### src/rtl/press_arbiter.sv
// press_arbiter
// -----------------------------------------------------------------------------
// Shares one game-logic consumer among N player push-buttons. Each button is
// edge-detected, every press is latched as a pending request, and pending
// requests are granted one at a time in round-robin order over a valid/ack
// handshake. Presses that arrive while another press is being served are
// held in the pending register, never lost.
//
// Optional feature macro: PRESS_ARB_HOLDOFF_EN
//    When defined, an ack is followed by a HOLD phase of exactly HOLDOFF
//    cycles. During HOLD no grant is offered and new presses from the player
//    that was just served are discarded (other players still latch).
//    When undefined, HOLDOFF is ignored and an ack returns straight to IDLE.
//
// Parameters:
//    N        number of players/buttons (2..16)
//    HOLDOFF  hold-off length in cycles (>=1), used only with the macro
//
// Ports:
//    clk          clock
//    reset        synchronous, active-high reset
//    btn[N]       button levels, already synchronized to clk, 1 = pressed
//    grant_ack    consumer accepts the grant currently offered
//    grant_valid  a grant is being offered (registered)
//    grant_id     index of the granted player (registered)
//    pending[N]   latched presses not yet served (registered)
// -----------------------------------------------------------------------------
module press_arbiter #(
   parameter int N       = 4,
   parameter int HOLDOFF = 3
) (
   input  logic                 clk,
   input  logic                 reset,
   input  logic [N-1:0]         btn,
   input  logic                 grant_ack,
   output logic                 grant_valid,
   output logic [$clog2(N)-1:0] grant_id,
   output logic [N-1:0]         pending
);

   localparam int IW = $clog2(N);

`ifdef PRESS_ARB_HOLDOFF_EN
   localparam int CW = $clog2(HOLDOFF + 1);

   typedef enum logic [1:0] {
      IDLE,
      OFFER,
      HOLD
   } state_t;
`else
   typedef enum logic {
      IDLE,
      OFFER
   } state_t;
`endif

   state_t          r_state;
   state_t          w_nextState;

   logic [N-1:0]    r_prev;
   logic [N-1:0]    r_pending;
   logic            r_grantValid;
   logic [IW-1:0]   r_grantId;
   logic [IW-1:0]   r_ptr;

   logic [N-1:0]    w_edge;
   logic [N-1:0]    w_ackClear;
   logic            w_rrHit;
   logic [IW-1:0]   w_rrId;
   logic [IW-1:0]   w_scanIdx;
   logic            w_nextGrantValid;
   logic [IW-1:0]   w_nextGrantId;
   logic [IW-1:0]   w_nextPtr;

`ifdef PRESS_ARB_HOLDOFF_EN
   logic [CW-1:0]   r_holdCnt;
   logic [CW-1:0]   w_nextHoldCnt;
`endif

   // Rising-edge detection against the previous button sample. While holding
   // off, presses from the player that was just served are thrown away so a
   // bouncing or hammered button cannot immediately re-queue itself.
   always_comb begin
      w_edge = btn & ~r_prev;
`ifdef PRESS_ARB_HOLDOFF_EN
      if (r_state == HOLD) begin
         w_edge[r_ptr] = 1'b0;
      end
`endif
   end

   // One-hot mask of the request being retired by an accepted grant. The ack
   // only counts while an offer is actually outstanding.
   always_comb begin
      w_ackClear = '0;
      if ((r_state == OFFER) && grant_ack) begin
         w_ackClear[r_grantId] = 1'b1;
      end
   end

   // Round-robin search: start just after the last served player and take
   // the first pending bit found, wrapping around the player range. Because
   // k runs 1..N, the last player checked is the previous winner itself.
   always_comb begin
      w_rrHit   = 1'b0;
      w_rrId    = '0;
      w_scanIdx = '0;
      for (int k = 1; k <= N; k++) begin
         w_scanIdx = IW'((int'(r_ptr) + k) % N);
         if (!w_rrHit && r_pending[w_scanIdx]) begin
            w_rrHit = 1'b1;
            w_rrId  = w_scanIdx;
         end
      end
   end

   // Next-state and next-output logic for the grant FSM. Everything holds
   // its value by default; grant_id only moves on the IDLE to OFFER step so
   // the consumer sees a stable index for the whole offer.
   always_comb begin
      w_nextState      = r_state;
      w_nextGrantValid = r_grantValid;
      w_nextGrantId    = r_grantId;
      w_nextPtr        = r_ptr;
`ifdef PRESS_ARB_HOLDOFF_EN
      w_nextHoldCnt    = r_holdCnt;
`endif
      case (r_state)
         IDLE: begin
            if (w_rrHit) begin
               w_nextState      = OFFER;
               w_nextGrantValid = 1'b1;
               w_nextGrantId    = w_rrId;
            end
         end
         OFFER: begin
            if (grant_ack) begin
               w_nextGrantValid = 1'b0;
               w_nextPtr        = r_grantId;
`ifdef PRESS_ARB_HOLDOFF_EN
               w_nextState      = HOLD;
               w_nextHoldCnt    = CW'(HOLDOFF);
`else
               w_nextState      = IDLE;
`endif
            end
         end
`ifdef PRESS_ARB_HOLDOFF_EN
         HOLD: begin
            // The counter is loaded with HOLDOFF on the ack and leaves on
            // the step that would take it to zero, so HOLD spans exactly
            // HOLDOFF cycles.
            if (r_holdCnt <= CW'(1)) begin
               w_nextState   = IDLE;
               w_nextHoldCnt = '0;
            end else begin
               w_nextHoldCnt = r_holdCnt - CW'(1);
            end
         end
`endif
         default: begin
            w_nextState      = IDLE;
            w_nextGrantValid = 1'b0;
         end
      endcase
   end

   // State and datapath registers. The previous-sample register resets to
   // all-ones so a button already held down through reset is not seen as a
   // fresh press, and the pointer resets to the last player so player 0 has
   // first priority. A new edge on a player wins over its own ack in the
   // same cycle, keeping that request pending.
   always_ff @(posedge clk) begin
      if (reset) begin
         r_state      <= IDLE;
         r_prev       <= '1;
         r_pending    <= '0;
         r_grantValid <= 1'b0;
         r_grantId    <= '0;
         r_ptr        <= IW'(N - 1);
      end else begin
         r_state      <= w_nextState;
         r_prev       <= btn;
         r_pending    <= (r_pending & ~w_ackClear) | w_edge;
         r_grantValid <= w_nextGrantValid;
         r_grantId    <= w_nextGrantId;
         r_ptr        <= w_nextPtr;
      end
   end

`ifdef PRESS_ARB_HOLDOFF_EN
   // Hold-off down-counter, only present when the feature is built in.
   always_ff @(posedge clk) begin
      if (reset) begin
         r_holdCnt <= '0;
      end else begin
         r_holdCnt <= w_nextHoldCnt;
      end
   end
`endif

   assign grant_valid = r_grantValid;
   assign grant_id    = r_grantId;
   assign pending     = r_pending;

endmodule
### config.mk
export PLATFORM = sky130hd
export DESIGN_NAME = press_arbiter
export DESIGN_NICKNAME = d
export VERILOG_FILES = /design/src/rtl/press_arbiter.sv
export SDC_FILE = /design/constraint.sdc
export NUM_CORES = 1
export LEC_CHECK = 0
export BUFFER_PORTS_ARGS = -buffer_cell sky130_fd_sc_hd__buf_2
export CAP_MARGIN = 25
export CORE_AREA = 2 2 39 41
export CTS_BUF_LIST = sky130_fd_sc_hd__clkbuf_4
export DETAILED_ROUTE_END_ITERATION = 12
export DIE_AREA = 0 0 41 43
export GPL_TIMING_DRIVEN = 1
export PLACE_DENSITY = 0.76
export SLEW_MARGIN = 40
export SYNTH_ARGS = -nofsm -noshare
export SYNTH_HDL_FRONTEND = slang
export SYNTH_SLANG_ARGS = --single-unit
### constraint.sdc
create_clock -name clk -period 3.7 [get_ports clk]
set_input_delay 0.74 -clock clk [delete_from_list [all_inputs] [get_ports clk]]
set_output_delay 0.74 -clock clk [all_outputs]
set_load 0.01 [all_outputs]
Word level (Yosys, flattened, before mapping)
Index checks and enable logic that the tools add are counted.
{"block": "totals", "output_inout_bits": 7, "ff_bits": 14}
{"block": "op_classes", "order_cmp": 6, "eq_ne": 2, "muxes": 25, "n_reduce_logical": 11, "addsub": 4, "bitwise_logic": 6}
{"cell": "$lt A2 B3 Y1 const B", "n": 5}
{"cell": "$mux W1", "n": 13}
{"cell": "$and A4 B4 Y4", "n": 2}
{"cell": "$bmux W1 S2", "n": 4}
{"cell": "$mux W2", "n": 4}
{"cell": "$not A4 Y4", "n": 2}
{"cell": "$reduce_and A2 Y1", "n": 3}
{"cell": "$logic_and A1 B1 Y1", "n": 5}
{"cell": "$add A2 B1 Y2 const B", "n": 2}
{"cell": "$add A2 B2 Y2 const B", "n": 2}
{"cell": "$mux W4", "n": 1}
{"cell": "$ne A2 B2 Y1 const B", "n": 2}
{"cell": "$or A4 B4 Y4", "n": 1}
{"cell": "$pmux W1 S2", "n": 2}
{"cell": "$logic_not A1 Y1", "n": 3}
{"cell": "$demux W1 S2", "n": 1}
{"cell": "$ge A2 B1 Y1 const B", "n": 1}
{"cell": "$not A1 Y1", "n": 1}

Logic depth before layout (Yosys ltp)
{"block": "depth", "ltp_word": 15, "ltp_mapped": 4, "ltp_nobuf": 4}

Worst setup path after synthesis
Ideal clock, no wire load.
{"block": "synth_timing", "path_kind": "input-to-reg", "startpoint": "input grant_ack", "endpoint": "register r_ptr[1]", "cell_stages": 3, "setup_slack_ps": 2387, "n_path_buf": 0, "t_arrival_ps": 1193, "path_cell_list": "nand2_1 > nor2_1 > a211o_2"}
{"block": "synth_via", "elab_chain_len": 1}
{"element": "start: declaration", "line": "35", "rtl": "input logic grant_ack,"}
{"element": "$reduce_and A2 Y1 (no line)"}
{"element": "end signal: assignment", "line": "181", "rtl": "r_ptr <= IW'(N - 1);"}
{"element": "end signal: assignment", "line": "188", "rtl": "r_ptr <= w_nextPtr;"}
{"element": "end: declaration", "line": "65", "rtl": "logic [IW-1:0] r_ptr;"}
No other way between the ends.
A chain may end at the register's enable or synchronous reset.

Worst setup path after layout
{"block": "layout_timing", "startpoint": "register r_pending[3] (netlist: pending[3])", "endpoint": "output pending[3]"}
{"element": "start: declaration", "line": "62", "rtl": "logic [N-1:0] r_pending;"}
{"element": "start signal: assignment", "line": "185", "rtl": "r_pending <= (r_pending & ~w_ackClear) | w_edge;"}
{"element": "end: declaration", "line": "38", "rtl": "output logic [N-1:0] pending"}
No word-level cell between the ends.

==> qor.tcl <==
set qor(path_type_of_the_worst_setup_path) {reg2out}
set qor(hold_viol_final) 0
set qor(critical_path.max_fanout) 8
set qor(pre_cts_ws_ps) 2210
set qor(async_flop_share) 0
set qor(cts-hold-fix-buffers) 0
set qor(cellLeakagePower_nw) 0.299
set qor(setup_tns_ps) 0
set qor(flow.area_growth_from_synthesis_pct) 16.9
set qor(hold-worst-slack_ps) 480
set qor(final_critical_path_setup_slack_ps) 2050
set qor(synth_top_area_frac) 0.473
set qor(yosysWarningCount) 0
set qor(postCtsSetupRepairBufs) 0
set qor(final.setup_skew_ps) 2.94
set qor(mappedNetlistNets) 75
set qor(synth-edff-count) 0
set qor(drt-pass1-iter-count) 4
set qor(design.final.nets) 92
set qor(critical_path_required_ps) 2960
set qor(fin_cells) 99
set qor(use_met1) 0.199
set qor(critPathSlowestCell) {dfxtp_1}
set qor(avgViaCountPerCell) 5.29
set qor(drive_above_1_share) 0.301
set qor(use_met2) 0.219
set qor(crit_start) {pending[3]}
set qor(worst_slew_pin_slew_ps) 368
set qor(grt_pass1_vias) 445
set qor(synthesis.instances) 68
set qor(timing.reg2reg.worst_path_depth) 4
set qor(final.fill_count) 139
set qor(post-place-cells) 96
set qor(syn_avg_cell_area_um2) 8.72
set qor(antenna_cells) 0
set qor(r2r_end) {grant_id[1]}
set qor(wire_length_after_detailed_routing_mm) 1.10
set qor(placed_cell_area_um2) 671
set qor(pwr_density_cell_nw_per_um2) 450
set qor(timing.critical_path.cells) {buf_2}
set qor(fin_area_um2) 693
set qor(netlist.top_cell.by_area) {dfxtp_1}
set qor(vias_post_dr) 524
set qor(antenna_left) 0
set qor(min-delay-start) {r_prev[1]}
set qor(max-slew-margin-rel) 0.754
set qor(drt_first_iter_violations) 16
set qor(regToRegStartpoint) {pending[3]}
set qor(global_route.peak_usage_layer) {met2}
set qor(grt_max_degree) 15
set qor(cts_root_buffer) {clkbuf_4}
set qor(die_area_um2) 1760
set qor(cp_num_buf_inv) 1
set qor(cts_buffer_depth) 2
set qor(clk-insertion-delay-late_ps) 270
set qor(fin_crit_ps) 1650
set qor(remaining_drc_errors) 0
set qor(outcome) {finished clean}
set qor(cts_buffers) 3
set qor(grt_first_pass_wirelength_mm) 1.79
set qor(h-tree-depth) 1
set qor(mappedNetlistArea_um2) 593
set qor(die_height_um) 43
set qor(place.port_buffers) 13
set qor(dp.final_hpwl_um) 853
set qor(synth.top_cells.by_area) {dfxtp_1, a21oi_1, nor2_1, nand2b_1, or2_2}
set qor(crit_path_max_incr_delay_ps) 460
set qor(std_cell_rows) 14
set qor(min_path_type) {reg2reg}
set qor(rsz0062_at_grt) {no}
set qor(most_frequent_cell_after_synthesis) {dfxtp_1}
set qor(max-vdd-ir-drop_v) 0.000281
set qor(grt_util_met3) 0.0157
set qor(clock.fmax_mhz) 605
set qor(grt_usage) 0.150
set qor(drv.max_cap_violation_count) 0
set qor(cts_tree) {done}
set qor(cp_num_cells) 1
set qor(period_share) 0.447
set qor(worstSetupEndpoint) {pending[3]}
set qor(post_synth_cell_types) 23
set qor(setup.reg_to_reg.worst_slack_ps) 2380
set qor(worst_setup_path_end_kind) {output pin}
set qor(route.detailed.wl_per_inst_um) 11.1
set qor(synth_seq_cells) 14
set qor(finalSetupViolCount) 0
set qor(finish.utilization) 0.501
set qor(initial_antenna_violation_count) 0
set qor(total_congestion_overflow) 0
set qor(crit_family) {flip-flops}
set qor(multiInputGateArea_um2) 298
set qor(post_cts.resized_instances) 0
set qor(timing.critical_path.from_type) {flop}
set qor(coreArea_um2) 1380
set qor(crit_arrival_ps) 910
set qor(total_power_mw) 0.312
set qor(clock_edge_transition_at_the_registers_on_the_reported_setup_and_hold_paths_ps) 70
set qor(ys_dominant_reg_cell) {dfxtp_1}
set qor(initial_core_util) 0.429
set qor(synth.cells.most_frequent) {dfxtp_1, a21oi_1, nor2_1}
set qor(share_of_the_yosys_chip_area_belonging_to_registers) 0.473
set qor(ff_latch_area_um2) 280
set qor(final-max-slew-violation-count) 0
set qor(place.gp.congestion) 0.735
set qor(dieWidth_um) 41
set qor(num_io_pins) 14
set qor(tritoncts_num_sinks) 14
## cells by family (layout without fill, tap and decap cells)
| family | count (synthesis) | in the layout | synth area share |
|---|---|---|---|
| buffers and inverters | 3 | 18 | 0.0253 |
| flip-flops | 14 | 14 | 0.473 |
| AND/OR/NAND/NOR | 31 | 31 | 0.272 |
| AO/OA/AOI/OAI | 20 | 20 | 0.230 |
## cell usage in the layout, fill, tap and decap left out, types with 2 or more instances in the layout
| cell type | netlist | final |
|---|---|---|
| nand2b_1 | 4 | 4 |
| a211oi_1 | 3 | 3 |
| a21oi_1 | 9 | 9 |
| clkbuf_4 | 0 | 3 |
| nand2_1 | 6 | 6 |
| inv_1 | 2 | 2 |
| o31ai_1 | 2 | 2 |
| nor2b_1 | 2 | 2 |
| buf_2 | 0 | 13 |
| dfxtp_1 | 14 | 14 |
| or2_2 | 4 | 4 |
| nor2_1 | 9 | 9 |
## state kept, by name, indices dropped and copies added (netlist names)
register	count
r_ptr	2
r_state	1
grant_valid	1
pending	4
grant_id	2
r_prev	4
## worst min path at each step
stage / depth (start not counted) / slack (ps) / end
6_report: 2 / 480 / pending[1]
3_5_place_dp: 2 / 470 / pending[1]
4_1_cts: 2 / 480 / pending[1]
2_1_floorplan: 2 / 460 / pending[0]
3_3_place_gp: 2 / 470 / pending[1]
5_1_grt: 2 / 500 / pending[0]
## power breakdown
group | internal, mW | leakage, nW | total (mW) | switching [mW]
combinational | 0.0256 | 0.169 | 0.0540 | 0.0284
clock | 0.0376 | 0.0138 | 0.0793 | 0.0417
sequential | 0.164 | 0.116 | 0.179 | 0.0153
## metal layers
metal | routed length, um | vias to the layer above
li1 | - | 272
met1 | 509 | 238
met2 | 539 | 12
met3 | 38 | 2
met4 | 8 | 0
met5 | 0 | -
## cell type report
class | instances | share of cell area
clock buffer | 3 | 0.0325
inverter | 2 | 0.0108
multi-input combinational | 51 | 0.430
sequential | 14 | 0.404
tap | 16 | 0.0289
timing repair buffer | 13 | 0.0939
No activity file was read; power rests on OpenSTA's default activity.
